--- src/rtl/load_wb_unit.sv ---
// Load unit: computes the effective address, issues an aligned 64-bit read,
// extracts and extends the addressed field, and writes it to the register file.
module load_wb_unit #(
    parameter int unsigned CPU_WIDTH      = 64,
    parameter int unsigned REG_ADDR_WIDTH = 5
) (
    input  logic                      clk,
    input  logic                      rst,
    input  logic                      ld_valid,
    output logic                      ld_ready,
    input  logic [CPU_WIDTH-1:0]      ld_base,
    input  logic [31:0]               ld_imm,
    input  logic [2:0]                ld_funct3,
    input  logic [REG_ADDR_WIDTH-1:0] ld_rd,
    input  logic                      ld_flush,
    output logic                      mem_rreq,
    output logic [CPU_WIDTH-1:0]      mem_raddr,
    input  logic                      mem_rgnt,
    input  logic                      mem_rvalid,
    input  logic [CPU_WIDTH-1:0]      mem_rdata,
    output logic                      reg_wen,
    output logic [REG_ADDR_WIDTH-1:0] reg_waddr,
    output logic [CPU_WIDTH-1:0]      reg_wdata,
    output logic                      ld_done,
    output logic                      ld_err
);

    typedef enum logic [2:0] {
        S_IDLE,
        S_ERR,
        S_REQ,
        S_WAIT,
        S_DRAIN,
        S_WB
    } state_t;

    state_t                    state;
    logic [CPU_WIDTH-1:0]      ea_q;
    logic [2:0]                funct3_q;
    logic [REG_ADDR_WIDTH-1:0] rd_q;

    logic [CPU_WIDTH-1:0] ea_next;
    logic                 bad_access;
    logic [CPU_WIDTH-1:0] shifted;
    logic [CPU_WIDTH-1:0] extended;

    assign ea_next = ld_base + {{(CPU_WIDTH-32){ld_imm[31]}}, ld_imm};

    always_comb begin
        bad_access = 1'b0;
        unique case (ld_funct3)
            3'b001, 3'b101: bad_access = ea_next[0];
            3'b010, 3'b110: bad_access = |ea_next[1:0];
            3'b011:         bad_access = |ea_next[2:0];
            3'b111:         bad_access = 1'b1;
            default:        bad_access = 1'b0;
        endcase
    end

    // Extraction works on the live read data so the extended value can be
    // registered straight into reg_wdata on the capture edge.
    assign shifted = mem_rdata >> {ea_q[2:0], 3'b000};

    always_comb begin
        extended = '0;
        unique case (funct3_q)
            3'b000:  extended = {{(CPU_WIDTH-8){shifted[7]}}, shifted[7:0]};
            3'b001:  extended = {{(CPU_WIDTH-16){shifted[15]}}, shifted[15:0]};
            3'b010:  extended = {{(CPU_WIDTH-32){shifted[31]}}, shifted[31:0]};
            3'b011:  extended = mem_rdata;
            3'b100:  extended = {{(CPU_WIDTH-8){1'b0}}, shifted[7:0]};
            3'b101:  extended = {{(CPU_WIDTH-16){1'b0}}, shifted[15:0]};
            3'b110:  extended = {{(CPU_WIDTH-32){1'b0}}, shifted[31:0]};
            default: extended = '0;
        endcase
    end

    always_ff @(posedge clk or posedge rst) begin
        if (rst) begin
            state     <= S_IDLE;
            ea_q      <= '0;
            funct3_q  <= '0;
            rd_q      <= '0;
            ld_ready  <= 1'b1;
            mem_rreq  <= 1'b0;
            mem_raddr <= '0;
            reg_wen   <= 1'b0;
            reg_waddr <= '0;
            reg_wdata <= '0;
            ld_done   <= 1'b0;
            ld_err    <= 1'b0;
        end else begin
            reg_wen <= 1'b0;
            ld_done <= 1'b0;
            ld_err  <= 1'b0;
            unique case (state)
                S_IDLE: begin
                    if (ld_valid && ld_ready) begin
                        ea_q     <= ea_next;
                        funct3_q <= ld_funct3;
                        rd_q     <= ld_rd;
                        ld_ready <= 1'b0;
                        if (bad_access) begin
                            state  <= S_ERR;
                            ld_err <= 1'b1;
                        end else begin
                            state     <= S_REQ;
                            mem_rreq  <= 1'b1;
                            mem_raddr <= {ea_next[CPU_WIDTH-1:3], 3'b000};
                        end
                    end
                end
                S_ERR: begin
                    state    <= S_IDLE;
                    ld_ready <= 1'b1;
                end
                S_REQ: begin
                    // A flush coinciding with grant still owes us a response.
                    if (mem_rgnt) begin
                        mem_rreq  <= 1'b0;
                        mem_raddr <= '0;
                        state     <= ld_flush ? S_DRAIN : S_WAIT;
                    end else if (ld_flush) begin
                        mem_rreq  <= 1'b0;
                        mem_raddr <= '0;
                        state     <= S_IDLE;
                        ld_ready  <= 1'b1;
                    end
                end
                S_WAIT: begin
                    if (ld_flush) begin
                        if (mem_rvalid) begin
                            state    <= S_IDLE;
                            ld_ready <= 1'b1;
                        end else begin
                            state <= S_DRAIN;
                        end
                    end else if (mem_rvalid) begin
                        state     <= S_WB;
                        reg_wen   <= (rd_q != '0);
                        reg_waddr <= rd_q;
                        reg_wdata <= extended;
                        ld_done   <= 1'b1;
                    end
                end
                S_DRAIN: begin
                    if (mem_rvalid) begin
                        state    <= S_IDLE;
                        ld_ready <= 1'b1;
                    end
                end
                S_WB: begin
                    state     <= S_IDLE;
                    ld_ready  <= 1'b1;
                    reg_waddr <= '0;
                    reg_wdata <= '0;
                end
                default: begin
                    state    <= S_IDLE;
                    ld_ready <= 1'b1;
                end
            endcase
        end
    end

endmodule

--- config.mk ---
export PLATFORM = sky130hd
export DESIGN_NAME = load_wb_unit
export DESIGN_NICKNAME = d
export VERILOG_FILES = /design/src/rtl/load_wb_unit.sv
export SDC_FILE = /design/constraint.sdc
export NUM_CORES = 1
export LEC_CHECK = 0
export ABC_AREA = 1
export CORE_MARGIN = 8
export CORE_UTILIZATION = 45
export CTS_CLUSTER_DIAMETER = 30
export DETAILED_ROUTE_END_ITERATION = 8
export HOLD_SLACK_MARGIN = 0.12
export PLACE_DENSITY = 0.7
export SETUP_SLACK_MARGIN = 0.15
export SLEW_MARGIN = 20
export SYNTH_ARGS = -nofsm -noshare
export SYNTH_HDL_FRONTEND = slang
export SYNTH_SLANG_ARGS = --single-unit
--- constraint.sdc ---
create_clock -name clk -period 5.5 [get_ports clk]
set_clock_uncertainty 0.1 [all_clocks]
set_input_delay 1.1 -clock clk [delete_from_list [all_inputs] [get_ports clk]]
set_output_delay 1.1 -clock clk [all_outputs]
set_load 0.01 [all_outputs]
Word level (Yosys, flattened, before mapping)
Index checks and enable logic that the tools add are counted.

word-level totals
  bits in latches = 0
  bits in writable memories = 0
  logic and storage cells = 98
  memories = 0
  ROM bits = 0
  flip-flop bits (word level) = 152

operators by class
  shift operators = 1
  reductions and logical operators = 15
  $lt $le $gt $ge = 0
  bitwise operators = 0
  add/sub/neg operators = 1
  divide/modulo/power cells = 0
  multipliers = 0
  equal/unequal tests = 26
  multiplexer cells = 43

operators by type and width
  operator                                                          number
  64-bit case mux with 7 select lines                               1
  64-bit two-way mux                                                6
  64-bit case mux with 2 select lines                               2
  64-bit adder                                                      1
  64-bit by 6-bit right shift with 32-bit output                    1
  3-bit == test (second input constant)                             8
  3-bit two-way mux                                                 8
  3-bit by 2-bit == test with 1-bit output (second input constant)  6
  1-bit two-way mux                                                 18
  2-bit inequality test (second input constant)                     8
  3-bit case mux with 4 select lines                                1
  4-bit AND reduction                                               3
  5-bit two-way mux                                                 2
  5-bit case mux with 2 select lines                                1
  1-bit case mux with 4 select lines                                2
  3-bit by 1-bit == test with 1-bit output (second input constant)  2
  3-bit zero test                                                   2
  3-bit inequality test (second input constant)                     2
  2-bit OR reduction                                                3
  5-bit nonzero test                                                1
  2-bit nonzero test                                                2
  3-bit AND reduction                                               1
  3-bit OR reduction                                                1
  2-bit two-way mux                                                 1
  other kinds (3)                                                   3

Depth between registers and ports, before layout
Gate-level depths: netlist of the first run.

  depth in word-level cells = 6
  gate-level depth with buffers = 16

Worst setup path after synthesis of the first run
OpenSTA, ideal clock, no wires.

  kind = input to register
  from = input port ld_base[0]
  to = register mem_raddr[33]
  setup time = 0.065 ns
  arrival = 2.736 ns
  slack = 2.599 ns
  stages = 14
  cell sequence = ha_1 > fa_1 > nand2_1 > nand2_1 > o21ai_1 > nand2_1 > nand2_1 > nand2_1 > a21oi_2 > nand2_2 > inv_2 > buf_2 > nand3_1 > nand2_1

on the way
  word-level cells in the longest chain between the ends = 5
  elaborated cells between the ends (all ways) = 9
  classes of those cells = add/sub: 1; eq/ne: 1; mux: 4; reduce/logical: 3

ends and longest elaborated chain
  element                                                   RTL line  text
  start, declared                                           11        input logic [CPU_WIDTH-1:0] ld_base,
  64-bit adder (*)                                          47        assign ea_next = ld_base + {{(CPU_WIDTH-32){ld_imm[31]}}, ld_imm};
  3-bit OR reduction or 2-bit OR reduction (tied branches)  54, 53
  1-bit case mux with 4 select lines                        51        unique case (ld_funct3)
  2-bit inequality test (no source line)                    n/a
  4-bit AND reduction (no source line)                      n/a
  end signal, assigned                                      109       mem_raddr <= {ea_next[CPU_WIDTH-1:3], 3'b000};
  end, declared                                             17        output logic [CPU_WIDTH-1:0] mem_raddr,

Every way passes the cells marked *; elsewhere a longest branch is shown, timed or not. The select of a mux whose other input is x is not followed.
A chain may end at the register's enable or synchronous reset.

Final worst setup path of the first run
  from = input port ld_base[0]
  to = register mem_raddr[46]

The elaborated chain is that of the path after synthesis.

==> results of run 1 <==
## metrics by stage
stage | cell area, sq um | setup WS (ns) | power [mW] | hold WS [ns] | cells
after floorplan | 13600 | 0.294 | 4.52 | 0.387 | 2302
final | 17500 | 1.36 | 7.75 | 0.378 | 2977
after CTS | 17500 | 1.40 | 7.74 | 0.379 | 2977
after detailed placement | 16900 | 0.955 | 6.45 | 0.362 | 2945
after global routing | 17500 | 1.08 | 8.29 | 0.404 | 2977
after global placement | 16900 | 1.01 | 6.41 | 0.356 | 2945
## state kept, by name, indices dropped and copies added, names as in the netlist, 3 cells and up
register	flops
ea_q	3
funct3_q	3
mem_raddr	61
rd_q	5
reg_waddr	5
reg_wdata	64
state	3
## worst min-delay path by stage
stage               cells past startpoint  slack, ns            end           from
floorplan                               2       0.39        reg_wen        rd_q[4]
global placement                        2       0.36       mem_rreq       mem_rreq
detailed placement                      2       0.36       mem_rreq       mem_rreq
CTS                                     2       0.38       mem_rreq       mem_rreq
global route                            2       0.40  reg_wdata[59]  reg_wdata[59]
finish                                  2       0.38       mem_rreq       mem_rreq
## final cells by class
class,count,area (sq um),share of cell area
timing repair buffer,319,3160,0.180
clock inverter,15,208,0.0119
sequential,149,3730,0.213
inverter,391,1480,0.0842
clock buffer,17,425,0.0243
tap,390,488,0.0278
multi-input combinational,1696,8040,0.459
## critical path: cells and delay by family
family,cells,cell delay [ns]
adders and majority gates,2,0.65
buffers and inverters,2,1.14
AOI/OAI and AO/OA,2,0.30
and+or+nand+nor,8,1.20
## layer usage
metal  share of wire  routed length, um  GRT usage  vias up
met5               0                  0          0        -
met3           0.063               3390     0.0406      100
li1                -                  -          -     7663
met4           0.035               1900      0.103        0
met1            0.43              23300      0.376     7170
met2            0.47              25400      0.497      645
## report_power, final
part           total [mW]  switching [mW]  internal (mW)
Clock                1.28           0.615          0.663
Sequential           1.97           0.381           1.59
Combinational        4.50            2.68           1.81
## cells by family after synthesis
group | Yosys count | share of synthesized area
XOR/XNOR | 30 | 0.0194
buffers and inverters | 457 | 0.135
flip-flops | 149 | 0.275
AND/OR/NAND/NOR | 1331 | 0.395
adder cells (fa/ha/maj) | 64 | 0.0596
other | 1 | 0.000276
AO/OA/AOI/OAI | 268 | 0.116
## Yosys cell counts, drive strengths merged, types with 2 or more instances
cell type  instances
nand2           1033
a22o               3
buf               42
o221ai             8
nand3            118
a21oi             54
xnor2             29
nand4              8
a22oi             12
inv              391
o21ai            136
o211ai            33
dfrtp            148
o22ai              5
and2               2
o21bai             3
o21a               2
clkbuf            24
nor3              14
nand3b             4
nor4               4
a32oi              6
nor2             147
o2111ai            4
ha                63
==> flow_summary.ini, run 1 <==
[outcome]
outcome = finished, final reports clean

[route]
routed_wire_length_per_instance_um = 18.1
detailroute.via_count = 15600
drt_iter0_drc = 1308
drt_drc_violations_left = 0
final_antenna_net_count = 0
avgViaCountPerCell = 5.23
drt-total-wl_um = 54000
first_pass_iters = 5

[placement]
place_congestion = 0.992
placement.io_buffers = 308
dp_hpwl_um = 43600

[timing]
grt_setup_unrepaired = false
final_max_slew_viol_count = 0
fin_tns_setup_ns = 0
report.final.hold_viol_count = 0
period_share = 0.752
worst_slew_margin_rel = 0.402
worst-slew-pin-transition_ns = 0.896
report.final.setup_viol = 0
final_period_minus_worst_setup_slack_ns = 4.14
fmaxAchievable_ghz = 0.242

[logic_synthesis]
synth_seq_area_share = 0.275
synth.top_cells.by_area = sky130_fd_sc_hd__nand2_1 28%, sky130_fd_sc_hd__dfrtp_1 27%, sky130_fd_sc_hd__inv_1 10%
synth.largest_area_cell = sky130_fd_sc_hd__nand2_1
syn-instance-count = 2300
ys_warn_count = 0
number_of_synthesized_flops_with_an_enable_pin = 0
synthFlopType = sky130_fd_sc_hd__dfrtp_1
syn_area_sq_mm = 0.0136
synth_top_cell_area_share = 0.285
syn-mean-instance-area_sq_um = 5.90
synthArstFlopShare = 1.00
synth.lib_cells_used.distinct = 48
synth_seq_cells = 149

[setup_path]
critPathMaxFanout = 32
required_ns = 5.77
cp_cell_sequence = clkdlybuf4s50_1, ha_1, fa_1, nand2_1, nand2_1, o21ai_1, nand2_1, nand2_1, nand2_1, a21oi_2, nand2_2, inv_2, nand3_1, nand2_1
critPathMostFrequentCell = sky130_fd_sc_hd__nand2_1
delay_of_the_slowest_critical_path_stage_ns = 0.73
worst_r2r_endpoint = reg_wdata[17]
ff2ff_path_depth = 8
rrSetupSlack_ns = 2.26
endpoint_kind = flip-flop
crit_slowest_cell = sky130_fd_sc_hd__inv_2
r2r_start = ea_q[2]
startpoint_type = input pin
criticalPathCategory = input pin to flip-flop
arrival_ns = 4.41
worstSetupEndpoint = mem_raddr[46]
cp-startpoint = ld_base[0]

[power]
power_dens_cells_mw_per_mm2 = 442
vdd_ir_drop_max_v = 0.000252
leakage_nw = 9.65

[cts]
cts_buffer_depth = 2
tritoncts_clock_tree = done
insertion_delay_ns = 0.44
post-cts-setup-buffers = 0
holdBufCountCts = 0
cts-buffers-inserted = 17
cts_root_buffer = sky130_fd_sc_hd__clkbuf_16
cts.repair.resized = 0
cts_sinks = 149
max_h_tree_level = 4
cts.reportedPaths.clkPinSlew_ns = 0.07

[worst_hold_path]
hold_class = flip-flop to flip-flop

[layout]
final_common_cell = sky130_fd_sc_hd__nand2_1
layout.core_utilization = 0.591
nNetsFinal = 2812
syn_to_final_growth_pct = 29.1
num_antenna_cells = 0
fill_cells = 2977
final_cell_mix = 1030 x sky130_fd_sc_hd__nand2_1, 376 x sky130_fd_sc_hd__inv_1, 307 x sky130_fd_sc_hd__clkdlybuf4s50_1
fraction_of_layout_instances_using_a_drive_strength_above_1 = 0.0352

[global_route]
grt.total_usage = 0.293
first_pass_grt_wire_length_um = 83400
grt_start_max_net_pins = 95
antenna_found_initial = 0
grt_pass1_vias = 15000
overflow = 0

[floorplanning]
num_rows = 63
placeableCoreArea_sq_mm = 0.0296
io_pins = 312
die_y_um = 190
initial_core_utilization = 0.458
die-area_sq_mm = 0.0360
die_x_um = 190

[flow_run]
drv.max_cap_violation_count = 0
Power figures use the tool's default switching activity.
==> inputs of run 2 (changes only) <==
Clock period 5.5 ns to 3.9 ns, I/O delays scaled along.
==> flow_summary.ini, run 2 (synthesis gave the netlist of run 1 again) <==
[global_route]
grt_start_max_net_pins = 70
first_pass_grt_wire_length_um = 83400
grt.total_usage = 0.291
antenna_found_initial = 0
overflow = 0
grt_pass1_vias = 15100

[timing]
grt_setup_unrepaired = false
final_period_minus_worst_setup_slack_ns = 3.15
report.final.hold_viol_count = 0
period_share = 0.808
report.final.setup_viol = 0
worst-slew-pin-transition_ns = 0.840
worst_slew_margin_rel = 0.440
final_max_slew_viol_count = 0
fin_tns_setup_ns = 0
fmaxAchievable_ghz = 0.317

[route]
wl_met3_um = 3840
avgViaCountPerCell = 5.24
drt_drc_violations_left = 0
routed_wire_length_per_instance_um = 17.9
detailroute.wirelength.met2_um = 25100
routed.top_layer = met4
final_antenna_net_count = 0
first_pass_iters = 5
drt-met1-wl_um = 22600
drt_iter0_drc = 1455
detailroute.via_count = 15600
drt-total-wl_um = 53400

[layout]
post_layout_nonfiller_instances = 2983
largest_registers_ranked_by_flip_flop_count = reg_wdata (64), mem_raddr (61)
final_common_cell = sky130_fd_sc_hd__nand2_1
num_antenna_cells = 0
syn_to_final_growth_pct = 29.6
sequential_cell_area_sq_mm = 0.00373
multi_input_area_sq_mm = 0.00804
largest_register_ff_count = 64
regMostFlops = reg_wdata
nNetsFinal = 2818
layout.core_utilization = 0.593
final_cell_mix = 1030 x sky130_fd_sc_hd__nand2_1, 376 x sky130_fd_sc_hd__inv_1, 308 x sky130_fd_sc_hd__clkdlybuf4s50_1
fraction_of_layout_instances_using_a_drive_strength_above_1 = 0.0366
fill_cells = 3003

[floorplanning]
die-area_sq_mm = 0.0360
io_pins = 312
num_rows = 63
placeableCoreArea_sq_mm = 0.0296
initial_core_utilization = 0.458
die_y_um = 190
die_x_um = 190

[cts]
tritoncts_clock_tree = done
cts.repair.resized = 0
cts_root_buffer = sky130_fd_sc_hd__clkbuf_16
insertion_delay_ns = 0.43
cts-buffers-inserted = 17
cts_sinks = 149
post-cts-setup-buffers = 0
cts_buffer_depth = 2
cts.reportedPaths.clkPinSlew_ns = 0.07
max_h_tree_level = 4
holdBufCountCts = 0

[setup_path]
required_ns = 4.17
endpoint_kind = flip-flop
startpoint_type = input pin
critPathMaxFanout = 32
arrival_ns = 3.42
criticalPathCategory = input pin to flip-flop

[power]
total_switching_power_mw = 5.11
power.sequential.fraction = 0.259
internal_power_mw = 5.80
leakage_nw = 9.68
power_dens_cells_mw_per_mm2 = 621
final_total_pwr_mw = 10.9
pwr-share-clk = 0.161
power.switching_fraction = 0.469
power.combinational.fraction = 0.580
vdd_ir_drop_max_v = 0.000360

[worst_hold_path]
hold_class = flip-flop to flip-flop

[placement]
placement.io_buffers = 308
placed_instance_count = 2951
place_congestion = 1.00
dp_hpwl_um = 43000

[outcome]
outcome = finished, final reports clean

[flow_run]
drv.max_cap_violation_count = 0
## run 2: cell types whose count changed in the layout (fill, tap and decap cells not counted), moves of 3 or more
cell                         change
sky130_fd_sc_hd__clkinv_8        -6
sky130_fd_sc_hd__buf_12          +3
sky130_fd_sc_hd__buf_4           +3
sky130_fd_sc_hd__clkinvlp_4      +3
## run 2: per-stage QoR
stage	hold slack [ns]	setup WS, ns	area (sq um)
2_1_floorplan	0.387	1.15	13600
3_3_place_gp	0.362	0.417	17000
3_5_place_dp	0.367	0.339	17000
4_1_cts	0.385	0.783	17600
5_1_grt	0.397	0.508	17600
6_report	0.382	0.749	17600
## run 2: final timing paths
kind / from / end / slack, ns / cells after the start
max: ld_base[0] / mem_raddr[34] / 0.75 / 14
min: reg_wdata[31] / reg_wdata[31] / 0.38 / 2
max reg2reg: ea_q[2] / reg_wdata[30] / 0.77 / 8
min reg2reg: reg_wdata[31] / reg_wdata[31] / 0.38 / 2
max in group asynchronous: rst / mem_raddr[4] / 2.20 / 3
min in group asynchronous: rst / mem_raddr[59] / 0.74 / 2
## run 2: final cells by class
class | count | share of cell area
multi-input cells | 1696 | 0.457
flip-flops and latches | 149 | 0.212
repair buffers | 325 | 0.185
inverters | 391 | 0.0838
well taps | 390 | 0.0277
clock buffers | 17 | 0.0242
clock inverters | 15 | 0.0105
## run 2: worst max-delay path, cell delays in order
cell and delay, ns:
sky130_fd_sc_hd__clkdlybuf4s50_1 0.41, sky130_fd_sc_hd__ha_1 0.23, sky130_fd_sc_hd__fa_1 0.41, sky130_fd_sc_hd__nand2_1 0.09, sky130_fd_sc_hd__nand2_1 0.06, sky130_fd_sc_hd__o21ai_1 0.11
sky130_fd_sc_hd__nand2_1 0.08, sky130_fd_sc_hd__nand2_1 0.06, sky130_fd_sc_hd__nand2_1 0.07, sky130_fd_sc_hd__a21oi_2 0.19, sky130_fd_sc_hd__nand2_2 0.09, sky130_fd_sc_hd__inv_2 0.54
sky130_fd_sc_hd__nand3_1 0.19, sky130_fd_sc_hd__nand2_1 0.09
## run 2: power groups by stage
| stage | registers [mW] | logic, mW | clock network [mW] |
|---|---|---|---|
| 2_1_floorplan | 2.91 | 3.47 | 0 |
| 3_3_place_gp | 2.83 | 6.23 | 0 |
| 3_5_place_dp | 2.83 | 6.30 | 0 |
| 4_1_cts | 2.82 | 6.32 | 1.77 |
| 5_1_grt | 2.90 | 6.93 | 1.84 |
| 6_report | 2.83 | 6.33 | 1.76 |
## run 2: per-layer routing
metal	up-vias	track usage
li1	7653	-
met1	7224	0.374
met2	666	0.489
met3	100	0.0432
met4	0	0.110
met5	-	0
